## src/rtl/mem_pkg.sv

```systemverilog
// Shared definitions for the multicycle memory responder: FSM encodings,
// wait counter width and the word-address width derivation.
package mem_pkg;

  typedef enum logic [2:0] {
    ST_IDLE   = 3'd0,
    ST_WAIT   = 3'd1,
    ST_ACCESS = 3'd2,
    ST_RESP   = 3'd3,
    ST_ERR    = 3'd4
  } state_t;

  localparam int CNT_W = 4;

  // Number of word-index bits needed to address depth words.
  function automatic int word_addr_width(input int depth);
    return $clog2(depth);
  endfunction

endpackage

```

## src/rtl/mem_array.sv

```systemverilog
// Single-port DEPTH_WORDS x 32 storage with synchronous write and a
// registered synchronous read; contents are never cleared by reset.
module mem_array #(
  parameter int DEPTH_WORDS = 64,
  parameter int AW          = 6
) (
  input  logic          clk,
  input  logic          rst_n,
  input  logic          en,
  input  logic          we,
  input  logic [AW-1:0] addr,
  input  logic [31:0]   wdata,
  output logic [31:0]   rdata
);

  logic [31:0] mem_r [DEPTH_WORDS];
  logic [31:0] rdata_r;

  // Array write port, only active during an enabled store.
  always_ff @(posedge clk) begin
    if (en && we) begin
      mem_r[addr] <= wdata;
    end
  end

  // Read data register; holds the last successful load and clears on reset.
  always_ff @(posedge clk or negedge rst_n) begin
    if (!rst_n) begin
      rdata_r <= 32'h0;
    end else if (en && !we) begin
      rdata_r <= mem_r[addr];
    end
  end

  assign rdata = rdata_r;

endmodule

```

## src/rtl/mem_responder.sv

```systemverilog
// Req/ready memory responder with configurable wait states in front of a
// single-port array; misaligned or out-of-range accesses finish with err.
module mem_responder
  import mem_pkg::*;
#(
  parameter int DEPTH_WORDS = 64,
  parameter int WAIT_STATES = 2
) (
  input  logic        clk,
  input  logic        reset,
  input  logic        req,
  input  logic        we,
  input  logic [31:0] adr,
  input  logic [31:0] wd,
  output logic [31:0] rd,
  output logic        ready,
  output logic        err
);

  localparam int AW = word_addr_width(DEPTH_WORDS);
  localparam logic [CNT_W-1:0] WAIT_INIT = CNT_W'(WAIT_STATES);

  state_t           state_r;
  state_t           state_s;
  logic [CNT_W-1:0] cnt_r;
  logic [CNT_W-1:0] cnt_s;
  logic [AW-1:0]    widx_r;
  logic             we_r;
  logic [31:0]      wd_r;
  logic             ready_r;
  logic             err_r;
  logic             bad_s;
  logic             take_s;
  logic             acc_en_s;

  // Reject misaligned addresses and any set bit above the word index,
  // so large addresses never alias onto low words.
  always_comb begin
    bad_s = (adr[1:0] != 2'b00) || (|adr[31:AW+2]);
  end

  // Next-state and wait-counter logic.
  always_comb begin
    state_s = state_r;
    cnt_s   = cnt_r;
    case (state_r)
      ST_IDLE: begin
        if (req) begin
          if (bad_s) begin
            state_s = ST_ERR;
          end else if (WAIT_STATES == 0) begin
            state_s = ST_ACCESS;
          end else begin
            state_s = ST_WAIT;
            cnt_s   = WAIT_INIT;
          end
        end else begin
          state_s = ST_IDLE;
        end
      end
      ST_WAIT: begin
        cnt_s = cnt_r - 4'd1;
        if (cnt_r == 4'd1) begin
          state_s = ST_ACCESS;
        end else begin
          state_s = ST_WAIT;
        end
      end
      ST_ACCESS: state_s = ST_RESP;
      ST_RESP:   state_s = ST_IDLE;
      ST_ERR:    state_s = ST_IDLE;
      default: begin
        state_s = ST_IDLE;
        cnt_s   = 4'd0;
      end
    endcase
  end

  // Request fields are captured once so mid-access input changes are ignored.
  always_comb begin
    take_s   = (state_r == ST_IDLE) && req;
    acc_en_s = (state_r == ST_ACCESS);
  end

  // State, counter and registered handshake outputs.
  always_ff @(posedge clk or negedge reset) begin
    if (!reset) begin
      state_r <= ST_IDLE;
      cnt_r   <= 4'd0;
      ready_r <= 1'b0;
      err_r   <= 1'b0;
    end else begin
      state_r <= state_s;
      cnt_r   <= cnt_s;
      ready_r <= (state_s == ST_RESP) || (state_s == ST_ERR);
      err_r   <= (state_s == ST_ERR);
    end
  end

  // Request latches.
  always_ff @(posedge clk or negedge reset) begin
    if (!reset) begin
      widx_r <= '0;
      we_r   <= 1'b0;
      wd_r   <= 32'h0;
    end else if (take_s) begin
      widx_r <= adr[AW+1:2];
      we_r   <= we;
      wd_r   <= wd;
    end
  end

  mem_array #(
    .DEPTH_WORDS (DEPTH_WORDS),
    .AW          (AW)
  ) u_array (
    .clk   (clk),
    .rst_n (reset),
    .en    (acc_en_s),
    .we    (we_r),
    .addr  (widx_r),
    .wdata (wd_r),
    .rdata (rd)
  );

  assign ready = ready_r;
  assign err   = err_r;

endmodule

```

## config.mk

```make
export PLATFORM = sky130hd
export DESIGN_NAME = mem_responder
export DESIGN_NICKNAME = d
export VERILOG_FILES = /design/src/rtl/mem_pkg.sv /design/src/rtl/mem_array.sv /design/src/rtl/mem_responder.sv
export SDC_FILE = /design/constraint.sdc
export NUM_CORES = 2
export LEC_CHECK = 0
export BUFFER_PORTS_ARGS = -buffer_cell sky130_fd_sc_hd__buf_2
export CAP_MARGIN = 0
export CELL_PAD_IN_SITES_DETAIL_PLACEMENT = 0
export CELL_PAD_IN_SITES_GLOBAL_PLACEMENT = 1
export CORE_MARGIN = 8
export CORE_UTILIZATION = 30
export DETAILED_ROUTE_END_ITERATION = 10
export HOLD_SLACK_MARGIN = 0.12
export MAX_ROUTING_LAYER = met4
export PLACE_DENSITY_LB_ADDON = 0.2
export SLEW_MARGIN = 20
export SYNTH_ARGS = -nofsm -noshare
export SYNTH_HDL_FRONTEND = slang
export SYNTH_HIERARCHICAL = 1
export SYNTH_SLANG_ARGS = --single-unit
```

## constraint.sdc

```tcl
create_clock -name clk -period 4 [get_ports clk]
set_clock_uncertainty 0.05 [all_clocks]
set_input_delay 0.8 -clock clk [delete_from_list [all_inputs] [get_ports clk]]
set_output_delay 0.8 -clock clk [all_outputs]
set_load 0.02 [all_outputs]
```

==> report_table.html <==
<table>
<tr><th>Metric</th><th>Value</th></tr>
<tr><th colspan="2">Status</th></tr>
<tr><td>Result of the run</td><td>complete, no violations</td></tr>
<tr><th colspan="2">Global routing</th></tr>
<tr><td>Total Routing Usage GR</td><td>approximately 22%</td></tr>
<tr><td>Pin count of the biggest net entering global routing</td><td>between 60 and 70</td></tr>
<tr><td>Global-route wire length before repair</td><td>429000 um</td></tr>
<tr><td>Vias in the first global route</td><td>~47000</td></tr>
<tr><td>Antenna violations before repair</td><td>28</td></tr>
<tr><td>Total global routing overflow</td><td>0</td></tr>
<tr><th colspan="2">Clocking</th></tr>
<tr><td>Clock-pin slew on the worst setup and hold paths</td><td>~0.060 ns</td></tr>
<tr><td>H-tree depth</td><td>4</td></tr>
<tr><td>Clock buffer depth</td><td>3</td></tr>
<tr><td>Total clock sinks</td><td>~2100</td></tr>
<tr><td>TritonCTS clock tree</td><td>done</td></tr>
<tr><td>Clock insertion delay at the later pin of the skew report</td><td>around 0.89 ns</td></tr>
<tr><td>Clock Tree Root</td><td>sky130_fd_sc_hd__clkbuf_16</td></tr>
<tr><td>Number of buffers inserted during clock tree synthesis</td><td>228</td></tr>
<tr><th colspan="2">Timing</th></tr>
<tr><td>Final period utilization</td><td>about 95%</td></tr>
<tr><td>Maximum clock frequency</td><td>about 260 MHz</td></tr>
<tr><td>Min cycle time layout</td><td>approximately 3.8 ns</td></tr>
<tr><td>Max-Slew Margin vs Limit</td><td>about 24%</td></tr>
<tr><td>Total count of hold-check failures in the final report</td><td>0</td></tr>
<tr><td>Total Negative Setup Slacks</td><td>0 ns</td></tr>
<tr><td>Worst slew pin tran</td><td>~1.1 ns</td></tr>
<tr><td>Slew Limit Fails</td><td>0</td></tr>
<tr><td>Setup violations, final</td><td>0</td></tr>
<tr><td>Setup repair after global routing missed its margin</td><td>false</td></tr>
<tr><th colspan="2">Yosys</th></tr>
<tr><td>Number of warnings reported in the yosys synthesis log</td><td>6</td></tr>
<tr><td>Largest family of logic cells by synthesized area</td><td>multiplexers</td></tr>
<tr><td>Xor and xnor area share after synthesis</td><td>0%</td></tr>
<tr><td>Proportion of netlist area held by the largest area contributor</td><td>approximately three quarters</td></tr>
<tr><td>Cells after Synth</td><td>4410</td></tr>
<tr><td>Share of the yosys chip area belonging to registers</td><td>77.2%</td></tr>
<tr><td>Net count after synthesis</td><td>about 4500</td></tr>
<tr><td>Share of flip-flops with an asynchronous set or reset after synthesis</td><td>roughly 3.8%</td></tr>
<tr><td>Share of synthesized cell area in and, or, nand and nor gates</td><td>under 10%</td></tr>
<tr><td>Multiplexer area fraction after synthesis</td><td>approximately a tenth</td></tr>
<tr><td>Primary FF master, synth</td><td>sky130_fd_sc_hd__edfxtp_1</td></tr>
<tr><td>Syn_area_per_cell</td><td>about 19 um^2</td></tr>
<tr><td>Synth top area cells</td><td>sky130_fd_sc_hd__edfxtp_1 (75%), sky130_fd_sc_hd__mux2i_1 (4.1%), sky130_fd_sc_hd__mux4_2 (3.0%), sky130_fd_sc_hd__dfrtp_1 (2.4%), sky130_fd_sc_hd__a221oi_1 (2.1%)</td></tr>
<tr><td>Most numerous cell in the Yosys netlist</td><td>sky130_fd_sc_hd__edfxtp_1</td></tr>
<tr><td>Number of storage elements in the synthesis netlist</td><td>about 2100</td></tr>
<tr><td>Top cells by instance count after synthesis</td><td>sky130_fd_sc_hd__edfxtp_1 (2048), sky130_fd_sc_hd__mux2i_1 (337), sky130_fd_sc_hd__a221oi_1 (197), sky130_fd_sc_hd__a22oi_1 (187), sky130_fd_sc_hd__nor2_1 (175)</td></tr>
<tr><td>Synth unique cells</td><td>79</td></tr>
<tr><td>Syn Std Cell Area</td><td>82300 um^2</td></tr>
<tr><td>Post-synth EDFFs</td><td>between 2000 and 2500</td></tr>
<tr><td>Adder-cell area share of the yosys netlist</td><td>less than 1%</td></tr>
<tr><td>Fraction of the mapped netlist area in compound gates</td><td>8.37%</td></tr>
<tr><td>Yosys top cell by area</td><td>sky130_fd_sc_hd__edfxtp_1</td></tr>
<tr><th colspan="2">Worst hold path</th></tr>
<tr><td>Hold Path Stages</td><td>2</td></tr>
<tr><td>Worst hold start</td><td>adr[3]</td></tr>
<tr><td>Worst Hold End</td><td>widx_r[1]</td></tr>
<tr><td>Type of the worst min-delay path</td><td>in -&gt; reg</td></tr>
<tr><th colspan="2">Critical path</th></tr>
<tr><td>Cell with the most instances on the worst path</td><td>sky130_fd_sc_hd__buf_4</td></tr>
<tr><td>CP Max Fanout</td><td>18</td></tr>
<tr><td>Crit Path Category</td><td>reg -&gt; reg</td></tr>
<tr><td>Delay of the slowest cell on the worst path</td><td>~0.7 ns</td></tr>
<tr><td>Cells along the critical path</td><td>buf_12 &gt; buf_4 &gt; mux4_2 &gt; and3_1 &gt; a221oi_2 &gt; o21ai_0 &gt; buf_4 &gt; o32a_1</td></tr>
<tr><td>Worst r2r path cells</td><td>8</td></tr>
<tr><td>Worst setup EP type</td><td>flop</td></tr>
<tr><td>R2R Setup Slk</td><td>0.20 ns</td></tr>
<tr><td>WP buf/inv</td><td>3</td></tr>
<tr><td>RR Startpoint</td><td>widx_r[1]</td></tr>
<tr><td>Slowest cell on the critical path</td><td>sky130_fd_sc_hd__dfrtp_4</td></tr>
<tr><td>Worst path arrival time</td><td>4.51 ns</td></tr>
<tr><td>Data required time of the worst path</td><td>between 4 and 5 ns</td></tr>
<tr><td>Sort of element at the start of the critical path</td><td>flop</td></tr>
<tr><td>Top delay family on crit path</td><td>compound AO/OA/AOI/OAI gates</td></tr>
<tr><td>Reg2Reg Capture Point</td><td>u_array/rdata[0]</td></tr>
<tr><th colspan="2">Power and ir drop</th></tr>
<tr><td>Areal power density over the cells</td><td>552 nW/um^2</td></tr>
<tr><td>Lkg Pwr</td><td>about 32 nW</td></tr>
<tr><td>Worst voltage drop across the vdd grid</td><td>around 0.00044 V</td></tr>
<tr><th colspan="2">Placed design</th></tr>
<tr><td>Number of buffers inserted by port buffering</td><td>101</td></tr>
<tr><td>Half-perimeter wire length after placement</td><td>approximately 200000 um</td></tr>
<tr><td>Area after detailed placement</td><td>about 90000 um^2</td></tr>
<tr><td>Weighted congestion at the end of routability-driven global placement</td><td>approximately 0.84</td></tr>
<tr><th colspan="2">Drt</th></tr>
<tr><td>Count of TritonRoute iterations in the first routing pass</td><td>7</td></tr>
<tr><td>WL per Instance</td><td>between 30 and 40 um</td></tr>
<tr><td>Detailed Route Iter0 Violations</td><td>6762</td></tr>
<tr><td>Drc violations</td><td>0</td></tr>
<tr><td>Total via count in the routed design</td><td>approximately 48000</td></tr>
<tr><td>Routed via count divided by cell count</td><td>5.54</td></tr>
<tr><td>Wire length reported by the detailed router</td><td>about 320000 um</td></tr>
<tr><td>Remaining number of nets flagged by the antenna check after routing</td><td>0</td></tr>
<tr><th colspan="2">Floorplan</th></tr>
<tr><td>Width of the die</td><td>between 500 and 600 um</td></tr>
<tr><td>Number of I/O pins</td><td>between 100 and 150</td></tr>
<tr><td>Die Outline Area</td><td>291000 um^2</td></tr>
<tr><td>Std-Cell Core Area</td><td>273000 um^2</td></tr>
<tr><td>Chip height</td><td>between 500 and 600 um</td></tr>
<tr><td>Number of core rows</td><td>around 190</td></tr>
<tr><td>Starting density of the core</td><td>a little under a third</td></tr>
<tr><th colspan="2">Cells and area</th></tr>
<tr><td>Final design instance area without fill</td><td>~98000 um^2</td></tr>
<tr><td>Share of final-layout standard cells stronger than drive strength 1</td><td>25.5%</td></tr>
<tr><td>Area Overhead vs Synth</td><td>19.6%</td></tr>
<tr><td>Final #Nets</td><td>between 4000 and 5000</td></tr>
<tr><th colspan="2">Job</th></tr>
<tr><td>Max Cap Viol</td><td>0</td></tr>
</table>
worst register-to-register path, delay by kind of cell (launching register included):
family                 cells  cell delay [ns]
AOI/OAI and AO/OA          3             1.20
buffers and inverters      3             0.79
DFF                        1             0.72
muxes                      1             0.59
and+or+nand+nor            1             0.33
what timing repair did:
item / 4_1_cts / 5_1_grt
buffers inserted: 0 / 0
endpoints found under the setup margin: 1 / 0
hold endpoints to repair: 88 / 0
hold buffers: 40 / 0
gates resized for setup: 1 / 0
metrics by stage:
stage | power (mW) | setup slack, ns | utilization, % | std cells | hold slack [ns]
global placement | 33.5 | -0.0792 | 33.1 | 8238 | 0.455
global route | 55.8 | 0.223 | 36.0 | 8719 | 0.178
detailed placement | 33.5 | -0.102 | 33.1 | 8239 | 0.460
CTS | 54.7 | 0.285 | 36.0 | 8715 | 0.157
finish | 54.4 | 0.200 | 36.0 | 8724 | 0.216
floorplan | 29.5 | 0.497 | - | 4410 | 0.433
worst max-delay path by stage:
stage                     startpoint                    to  slack, ns  cells after the start
after floorplan            widx_r[1]  u_array/mem_r[25][0]       0.50                      7
after global placement     widx_r[1]      u_array/rdata[0]      -0.08                      8
after detailed placement   widx_r[1]      u_array/rdata[0]      -0.10                      8
after CTS                  widx_r[1]      u_array/rdata[0]       0.28                      8
after global routing       widx_r[1]      u_array/rdata[0]       0.22                      8
final                      widx_r[1]      u_array/rdata[0]       0.20                      8
state kept, by name, summed over array words and instances, names as in the netlist:
name / count
u_array/mem_r: 2048
u_array/rdata: 32
wd_r: 32
widx_r: 6
cnt_r: 4
state_r: 3
err: 1
ready: 1
we_r: 1
layout by cell type, fill, tap and decap left out, types with 13 or more instances in the layout:
master and instances:
sky130_fd_sc_hd__o22ai_1 81, sky130_fd_sc_hd__nor2_1 109, sky130_fd_sc_hd__nor2_4 67, sky130_fd_sc_hd__dfrtp_2 27
sky130_fd_sc_hd__bufinv_16 19, sky130_fd_sc_hd__a211oi_1 14, sky130_fd_sc_hd__clkbuf_16 232, sky130_fd_sc_hd__buf_2 101
sky130_fd_sc_hd__mux2_4 41, sky130_fd_sc_hd__a22oi_1 187, sky130_fd_sc_hd__nand2_1 90, sky130_fd_sc_hd__buf_12 82
sky130_fd_sc_hd__a21oi_1 115, sky130_fd_sc_hd__edfxtp_1 2048, sky130_fd_sc_hd__clkinv_2 41, sky130_fd_sc_hd__o21ai_0 126
sky130_fd_sc_hd__dlygate4sd3_1 40, sky130_fd_sc_hd__a31oi_1 25, sky130_fd_sc_hd__buf_4 353, sky130_fd_sc_hd__clkbuf_1 68
sky130_fd_sc_hd__mux4_2 109, sky130_fd_sc_hd__a22o_1 37, sky130_fd_sc_hd__nand4_1 13, sky130_fd_sc_hd__nand3_1 37
sky130_fd_sc_hd__clkinv_1 40, sky130_fd_sc_hd__a221o_1 32, sky130_fd_sc_hd__a221oi_1 196, sky130_fd_sc_hd__mux2_2 145
sky130_fd_sc_hd__o32a_1 18, sky130_fd_sc_hd__mux2i_1 337, sky130_fd_sc_hd__dfrtp_1 45, sky130_fd_sc_hd__o2bb2ai_1 20
sky130_fd_sc_hd__o221ai_1 13, sky130_fd_sc_hd__clkbuf_8 17
cells by family (layout without fill, tap and decap cells):
| kind of cell | after synthesis | count (layout) |
|---|---|---|
| other | 0 | 8 |
| adders and majority gates | 2 | 2 |
| and+or+nand+nor | 393 | 393 |
| AOI/OAI and AO/OA | 940 | 940 |
| muxes | 642 | 642 |
| buffers and inverters | 305 | 1022 |
| DFF | 2128 | 2128 |
where the power goes:
group / switching [mW] / internal (mW)
clock network: 9.02 / 12.2
logic: 4.91 / 2.30
registers: 0.719 / 25.2
total: 14.6 / 39.7
cell type report:
| class | count | area [um^2] |
|---|---|---|
| fillers | 25300 | 175000 |
| flip-flops and latches | 2128 | 63600 |
| multi-input cells | 1977 | 17600 |
| clock buffers | 317 | 6290 |
| repair buffers | 577 | 5210 |
| well taps | 3589 | 4490 |
| clock inverters | 119 | 1220 |
| inverters | 9 | 42.5 |
| diodes | 8 | 20.0 |
routing by layer:
| layer | share of wire, % | up-vias | global-route usage, % | wire length [um] |
|---|---|---|---|---|
| met5 | 0 | - | - | 0 |
| met4 | 2.3 | 0 | 5.11 | 7450 |
| met3 | 7.2 | 359 | 3.07 | 22900 |
| met2 | 47 | 2245 | 34.4 | 150000 |
| met1 | 44 | 26400 | 30.3 | 139000 |
| li1 | - | 19300 | - | - |
No activity file was read; power rests on OpenSTA's default activity.
